$ cat src/rtl/feature_stream_feeder.sv
// Serialises one parallel row of signed features into a downstream feature shift register,
// pulsing the register clear first and optionally padding zeros so the row tail reaches every tap.
module feature_stream_feeder #(
    parameter int N         = 3,
    parameter int I_WIDTH   = 8,
    parameter int ROW_LEN   = 8,
    parameter int SEL_WIDTH = $clog2(N),
    parameter int CNT_WIDTH = $clog2(ROW_LEN + N)
) (
    input  logic                          clk_i,
    input  logic                          rst_n_i,
    input  logic [ROW_LEN*I_WIDTH-1:0]    row_data_i,
    input  logic                          row_valid_i,
    output logic                          row_ready_o,
    input  logic                          pad_en_i,
    input  logic [SEL_WIDTH-1:0]          tap_sel_i,
    output logic signed [I_WIDTH-1:0]     out_feature_o,
    output logic                          out_valid_o,
    output logic [SEL_WIDTH-1:0]          f_sel_o,
    output logic                          freg_rst_o,
    output logic                          row_done_o
);

    typedef enum logic [2:0] {
        IDLE   = 3'd0,
        CLEAR  = 3'd1,
        STREAM = 3'd2,
        PAD    = 3'd3,
        DONE   = 3'd4
    } state_t;

    localparam bit HAS_PAD  = (N > 1);
    localparam int PAD_LAST = (N > 1) ? (N - 2) : 0;

    state_t                       state_r;
    logic [ROW_LEN*I_WIDTH-1:0]   row_r;
    logic                         pad_r;
    logic [CNT_WIDTH-1:0]         cnt_r;
    logic [SEL_WIDTH-1:0]         tap_clamp_s;
    logic                         accept_s;

    // Acceptance qualifier and out-of-range tap clamping
    always_comb begin
        tap_clamp_s = tap_sel_i;
        accept_s    = 1'b0;
        if ({1'b0, tap_sel_i} >= (SEL_WIDTH+1)'(N)) begin
            tap_clamp_s = SEL_WIDTH'(N - 1);
        end else begin
            tap_clamp_s = tap_sel_i;
        end
        if (row_valid_i && row_ready_o && ((state_r == IDLE) || (state_r == DONE))) begin
            accept_s = 1'b1;
        end else begin
            accept_s = 1'b0;
        end
    end

    // Sequencer: clear pulse, element stream (row_r shifts down one element per cycle), padding, done
    always_ff @(posedge clk_i or negedge rst_n_i) begin
        if (!rst_n_i) begin
            state_r       <= IDLE;
            row_r         <= '0;
            pad_r         <= 1'b0;
            cnt_r         <= '0;
            row_ready_o   <= 1'b0;
            out_feature_o <= '0;
            out_valid_o   <= 1'b0;
            f_sel_o       <= '0;
            freg_rst_o    <= 1'b0;
            row_done_o    <= 1'b0;
        end else begin
            case (state_r)
                IDLE, DONE: begin
                    row_done_o    <= 1'b0;
                    out_feature_o <= '0;
                    out_valid_o   <= 1'b0;
                    cnt_r         <= '0;
                    if (accept_s) begin
                        row_r       <= row_data_i;
                        pad_r       <= pad_en_i;
                        f_sel_o     <= tap_clamp_s;
                        row_ready_o <= 1'b0;
                        freg_rst_o  <= 1'b1;
                        state_r     <= CLEAR;
                    end else begin
                        row_ready_o <= 1'b1;
                        freg_rst_o  <= 1'b0;
                        state_r     <= IDLE;
                    end
                end
                CLEAR: begin
                    freg_rst_o    <= 1'b0;
                    out_feature_o <= $signed(row_r[I_WIDTH-1:0]);
                    out_valid_o   <= 1'b1;
                    row_r         <= row_r >> I_WIDTH;
                    cnt_r         <= '0;
                    state_r       <= STREAM;
                end
                STREAM: begin
                    if (cnt_r == CNT_WIDTH'(ROW_LEN - 1)) begin
                        out_feature_o <= '0;
                        out_valid_o   <= 1'b0;
                        cnt_r         <= '0;
                        if (pad_r && HAS_PAD) begin
                            state_r <= PAD;
                        end else begin
                            row_done_o  <= 1'b1;
                            row_ready_o <= 1'b1;
                            state_r     <= DONE;
                        end
                    end else begin
                        out_feature_o <= $signed(row_r[I_WIDTH-1:0]);
                        out_valid_o   <= 1'b1;
                        row_r         <= row_r >> I_WIDTH;
                        cnt_r         <= cnt_r + CNT_WIDTH'(1);
                    end
                end
                PAD: begin
                    out_feature_o <= '0;
                    out_valid_o   <= 1'b0;
                    if (cnt_r == CNT_WIDTH'(PAD_LAST)) begin
                        cnt_r       <= '0;
                        row_done_o  <= 1'b1;
                        row_ready_o <= 1'b1;
                        state_r     <= DONE;
                    end else begin
                        cnt_r <= cnt_r + CNT_WIDTH'(1);
                    end
                end
                default: begin
                    state_r       <= IDLE;
                    cnt_r         <= '0;
                    row_ready_o   <= 1'b0;
                    out_feature_o <= '0;
                    out_valid_o   <= 1'b0;
                    freg_rst_o    <= 1'b0;
                    row_done_o    <= 1'b0;
                end
            endcase
        end
    end

endmodule

$ cat config.mk
export PLATFORM = sky130hd
export DESIGN_NAME = feature_stream_feeder
export DESIGN_NICKNAME = d
export VERILOG_FILES = /design/src/rtl/feature_stream_feeder.sv
export SDC_FILE = /design/constraint.sdc
export NUM_CORES = 1
export LEC_CHECK = 0
export CAP_MARGIN = 0
export CORE_MARGIN = 2
export CORE_UTILIZATION = 55
export DETAILED_ROUTE_END_ITERATION = 10
export DONT_BUFFER_PORTS = 1
export GPL_ROUTABILITY_DRIVEN = 0
export PLACE_DENSITY_LB_ADDON = 0.1
export SLEW_MARGIN = 40
export SYNTH_ARGS = -nofsm -noshare
export SYNTH_HDL_FRONTEND = slang
export SYNTH_SLANG_ARGS = --single-unit
$ cat constraint.sdc
create_clock -name clk_i -period 2.1 [get_ports clk_i]
set_input_delay 0.21 -clock clk_i [delete_from_list [all_inputs] [get_ports clk_i]]
set_output_delay 0.21 -clock clk_i [all_outputs]
set_load 0.01 [all_outputs]
==> Word level (Yosys, flattened, before mapping) <==
Cells that the tools add are included.
{ "classes": {"addsub": 1, "magnitude_cmp": 1, "eq_ne": 11, "mux": 25, "bitwise_logic": 1, "reduce_logical": 11} }
{ "op_table": {"columns": ["op", "count"], "rows": [
  ["$pmux 64 s3", 1],
  ["$mux 64", 2],
  ["$pmux 8 s2", 1],
  ["$pmux 3 s4", 1],
  ["$ne 2x2->1 const B", 5],
  ["$mux 3", 3],
  ["$mux 1", 8],
  ["$mux 4", 2],
  ["$mux 8", 1],
  ["$pmux 4 s2", 1],
  ["$eq 3x2->1 const B", 2],
  ["$add 4x1->4 const B", 1],
  ["$eq 4x1->1 const B", 1],
  ["$eq 4x3->1 const B", 1],
  ["$pmux 1 s2", 2],
  ["$pmux 1 s4", 1],
  ["$reduce_and 2->1", 2],
  ["$reduce_and 4->1", 1],
  ["$reduce_or 2->1", 2],
  ["$eq 3x1->1 const B", 1],
  ["$eq 3x3->1 const B", 1],
  ["$logic_not 3->1", 1],
  ["$pmux 1 s3", 1],
  ["$reduce_and 3->1", 1],
  ["other kinds (6)", 7]
]} }
{ "word_totals": {"register_bits": 86, "in_bits": 70, "output_inout_bits": 14} }

==> Longest topological paths before layout <==
{ "logic_depth": {"depth_word": 6, "depth_mapped": 7} }

==> Worst setup path before layout <==
Ideal clock, no wire load.
{ "synth_timing": {"kind": "register -> register", "start": "register state_r[0]", "end": "register row_done_o", "arrival_time_ps": 1552, "setup_slack_ps": 420, "path_stages_with_launch": 5, "synth_period_minus_slack_ps": 1680, "cell_sequence": "dfrtp_1 or3b_4 o22ai_2 nand3b_2 mux2_1"} }
{ "synth_between": {"elab_chain_cells": 3} }
{ "synth_lines": {"columns": ["element", "line", "text"], "rows": [
  ["start, declared", "35", "state_t state_r;"],
  ["start signal, assigned", "61", "state_r <= IDLE;"],
  ["start signal, assigned", "84", "state_r <= CLEAR;"],
  ["start signal, assigned", "88", "state_r <= IDLE;"],
  ["$eq 3x2->1 / $eq 3x1->1 (equally long branches)", "72", "case (state_r)"],
  ["$ne 2x2->1 (no line) / $not 1->1 (equally long branches)", null, null],
  ["$reduce_and 4->1 (no line)", null, null],
  ["end signal, assigned", "70", "row_done_o <= 1'b0;"],
  ["end signal, assigned", "74", "row_done_o <= 1'b0;"],
  ["end signal, assigned", "107", "row_done_o <= 1'b1;"],
  ["end, declared", "21", "output logic row_done_o"]
]} }
Several ways; a longest one is shown, not always the timed one.
A chain may end at the register's enable or synchronous reset.

==> Worst setup path after layout <==
{ "layout_timing": {"start": "register state_r[2]", "end": "register row_r[61]"} }
{ "layout_between": {"elab_chain_cells": 6} }
{ "layout_lines": {"columns": ["element", "line", "text"], "rows": [
  ["$eq 3x3->1 / $logic_not 3->1 (equally long branches)", "51, 72", null],
  ["$logic_or 1x1->1", "51", "if (row_valid_i && row_ready_o && ((state_r == IDLE) || (state_r == DONE))) begin"],
  ["$logic_and 1x1->1", "51", null],
  ["$mux 1", "51", null],
  ["$ne 2x2->1 (no line)", null, null],
  ["$reduce_and 3->1 (no line)", null, null],
  ["end signal, assigned", "79", "row_r <= row_data_i;"],
  ["end signal, assigned", "95", "row_r <= row_r >> I_WIDTH;"],
  ["end signal, assigned", "114", "row_r <= row_r >> I_WIDTH;"],
  ["end, declared", "36", "logic [ROW_LEN*I_WIDTH-1:0] row_r;"]
]} }
Several ways; a longest one is shown, not always the timed one.

==> summary by stage <==
Finish
The number of diodes added for antenna fixing is 0. Relative to the synthesized area, the layout overhead comes to 15.0%. The finished layout cell area is 4320 sq um. Cells fill roughly 65% of the core in the end. The filler cell count in the final layout is 581. The fraction of layout cells with a size suffix above 1 is 6.35%. The count of nets after finishing is 508.

Synthesis
In this run, synthesis produced a sequential element count of 86. In this run the cell area of the synthesized design comes to 3750 sq um. The number of distinct library cells after synthesis is 33. Ranked by total cell area, the synthesized netlist is headed by dfrtp_1 (57%), nand2_1 (12%), a31oi_1 (9.3%), nor2_1 (6.0%), buf_4 (1.8%). The area share of the largest cell type after synthesis is 57.4%. The post-synth net total is 490. The instance count of the mapped netlist is 418. Of all cell types, the one taking the most synthesized area is dfrtp_1.

The count of yosys warnings during synthesis is 0. Summing the sequential cell areas from Yosys gives 57.4% of the chip area. The synthesized area divided by synthesized cell count is 8.97 sq um.

Setup path
The endpoint of the worst-slack reg-to-reg timing path is row_r[61]. The internal reg-to-reg setup slack is 0.28 ns. The worst register-to-register path has a depth of 5. Data on the critical path is required at its endpoint by 2.37 ns. The arrival time at the worst endpoint is 2.09 ns. The worst setup path category is flop to flop. STA classifies the critical path endpoint as a flop. The nature of the critical path startpoint is a flop.

The maximum fanout count along the critical path is 62. The startpoint of the most critical register-to-register path is state_r[2].

Clocking
The number of buffers created by CTS is 9. The number of buffers on the longest clock path is 2. Post-CTS timing repair inserted 0 buffers for setup.

For this design, the CTS-stage hold fixing added 27 buffers. The clock slew at the register clock pins of the worst setup and hold paths is 0.08 ns. The clock tree from TritonCTS is done. The clock reaches the later pin of the worst-skew pair after about 0.35 ns.

The cell sitting at the root of the clock tree is a clkbuf_8. Counting every sink on the clock net gives 86. The clock tree synthesis step divided the H-tree into 3 levels. The post-cts gate resize count is 0.

Timing
The number of failing setup endpoints in the final timing report is 0. The maximum frequency from static timing analysis is between 0.5 and 0.6 GHz. The worst hold slack after final layout is -0.453 ns.

The number of endpoints with negative hold slack in the final report is between 80 and 90. Setup repair after global routing left no endpoint under its margin. Setup slack closes at 0.276 ns. Adding up every negative setup slack in the final design gives 0 ns. In this run the tightest slew margin relative to its limit is ~63%.

The number of pins exceeding their max-slew limit in the final report is 0. The post-route fraction of the period consumed by the critical path is 86.8%. For the finished layout, the period the worst path requires is 1.82 ns. Clock skew on the completed layout was measured at 0.0112 ns. For the pin with the worst max-slew slack, the measured transition is 0.552 ns.

Power and ir drop
The design draws about 7.5 mW. IR analysis of the VDD net gives a maximum drop of ~0.00087 V. For this design the ratio of total power to cell area is 1730 nW/um^2. The leakage component of the power is 1.93 nW.

Floorplan
The area of the placeable core is 6680 sq um. The initial utilization of the core area, before any placement, comes to 56.1%. For this design the top-level I/O count stands at between 80 and 90. The floorplan die area is 7500 sq um.

In this run the vertical extent of the chip is 86.6 um. The number of core rows is 30. The die is 86.6 um wide.

Place
The placed cell area is 3820 sq um. The number of input and output port buffers inserted is 0. The worst slack after detailed placement is 0.310 ns. The HPWL after detailed placement is 4.75 mm.

Routing
After detailed routing, the average wire length per cell comes to 14.3 um. The detailed-routing iteration count for the pre-antenna-repair pass is 5. For this run, design rule violations remaining after detail routing come to 0. The count of nets left with antenna violations once routing finished came out at 0. After the first detailed-routing iteration, the DRC count stood at 140. The final wirelength is roughly 7.5 mm.

The via count is 2837. After detailed routing, the number of vias per cell comes to 5.45.

Global route
After global routing, the most crowded layer is met2. Global routing consumed, over all layers together, 21.2% of the routing resources. In the global route stage, met1 resource usage came out at 30.1%. Global routing used 3.71% of the available met3 tracks.

The number of global-route vias before repair is 2623. Entering global routing, the biggest net connects 87 pins. In the global route stage, met2 resource usage came out at between 30% and 40%.

The initial antenna violation count is 0. The first global-routing pass estimated 12.4 mm of wire. The aggregate global routing overflow is 0.

Hold path
The min-delay analysis places its worst path in the category input pin to asynchronous set/reset pin.

Run status
The run finished, with violations left. The checks that failed: negative hold slack.

Run
The tool flagged a number of max-cap violations equal to 0.
## layer usage
metal	part of all wire, %	up-vias
met5	0	-
met4	1.3	0
met3	4.8	10
met2	47	76
met1	47	1331
li1	-	1420
## power breakdown
group	leakage, nW	switching, mW	internal (mW)
combinational	0.797	1.92	1.27
sequential	1.02	0.500	2.49
clock	0.113	0.572	0.705
## worst max path at each step
| stage | from | end |
|---|---|---|
| floorplan | state_r[0] | row_done_o |
| global placement | cnt_r[1] | row_done_o |
| detailed placement | state_r[2] | row_r[22] |
| CTS | state_r[2] | row_r[22] |
| global route | state_r[2] | row_r[47] |
| finish | state_r[2] | row_r[61] |
## flip-flops by register name, summed over array words and instances, names as in the netlist
| name | cells |
|---|---|
| row_r | 64 |
| out_feature_o | 8 |
| cnt_r | 4 |
| state_r | 3 |
| f_sel_o | 2 |
| freg_rst_o | 1 |
| out_valid_o | 1 |
| pad_r | 1 |
| row_done_o | 1 |
| row_ready_o | 1 |
## cells by family (layout without fill, tap and decap cells)
logic type | count (synthesis) | count (layout) | synth area share, %
AND/OR/NAND/NOR | 211 | 211 | 23.1
flip-flops | 86 | 86 | 57.4
AO/OA/AOI/OAI | 77 | 77 | 12.8
buffers and inverters | 38 | 61 | 4.94
adder cells (fa/ha/maj) | 2 | 2 | 0.667
XOR/XNOR | 2 | 2 | 0.467
multiplexers | 2 | 2 | 0.567
## synth_stat cells
cell type  number
xor2_1          1
clkbuf_1       10
nor3b_1         1
buf_1           1
ha_1            2
and3_1          1
o311ai_1        1
mux2i_1         1
and3b_1         1
buf_2           7
nand2_1       123
a31oi_1        56
o21ai_1         8
a21o_1          1
nor2_1         60
nand3_1         9
nand3b_2        1
o21ai_0         4
o22ai_2         1
a21oi_1         4
and2_1          8
nand4bb_1       1
nor2b_1         1
dfrtp_1        86
mux2_1          1
o221ai_2        1
buf_4           9
o21a_1          1
nand2b_1        3
nor3_1          1
or3b_4          1
xnor2_1         1
inv_1          11
## layout by cell type (no fill, tap or decap), types with 2 or more instances in the layout
cell type / netlist / final
a21oi_1: 4 / 3
a31oi_1: 56 / 56
and2_1: 8 / 8
buf_12: 0 / 3
buf_4: 9 / 4
bufinv_16: 0 / 2
clkbuf_8: 0 / 10
clkinv_4: 0 / 2
dfrtp_1: 86 / 86
dlygate4sd3_1: 0 / 27
ha_1: 2 / 2
inv_1: 11 / 11
nand2_1: 123 / 123
nand2b_1: 3 / 3
nand3_1: 9 / 9
nor2_1: 60 / 60
o21ai_0: 4 / 4
o21ai_1: 8 / 8
## layout make-up
class	count	area, sq um	share of cell area (%)
clock buffer	11	141	3.28
clock inverter	5	82.6	1.91
inverter	11	41.3	0.957
multi-input combinational	294	1440	33.3
sequential	86	2150	49.9
tap	80	100	2.32
timing repair buffer	34	360	8.35
## critical path: stages (launching register included)
cell and delay [ns]:
dfrtp_1 0.51, or3b_4 0.46, o221ai_4 0.22, buf_12 0.28, nand3_1 0.13, o21ai_1 0.12
## through the flow
stage	hold slack (ns)	cells
5_1_grt	-0.478	521
6_report	-0.453	521
3_3_place_gp	-0.0839	478
4_1_cts	-0.470	521
2_1_floorplan	-0.0856	418
3_5_place_dp	-0.0837	478
No activity file was read; power rests on OpenSTA's default activity.
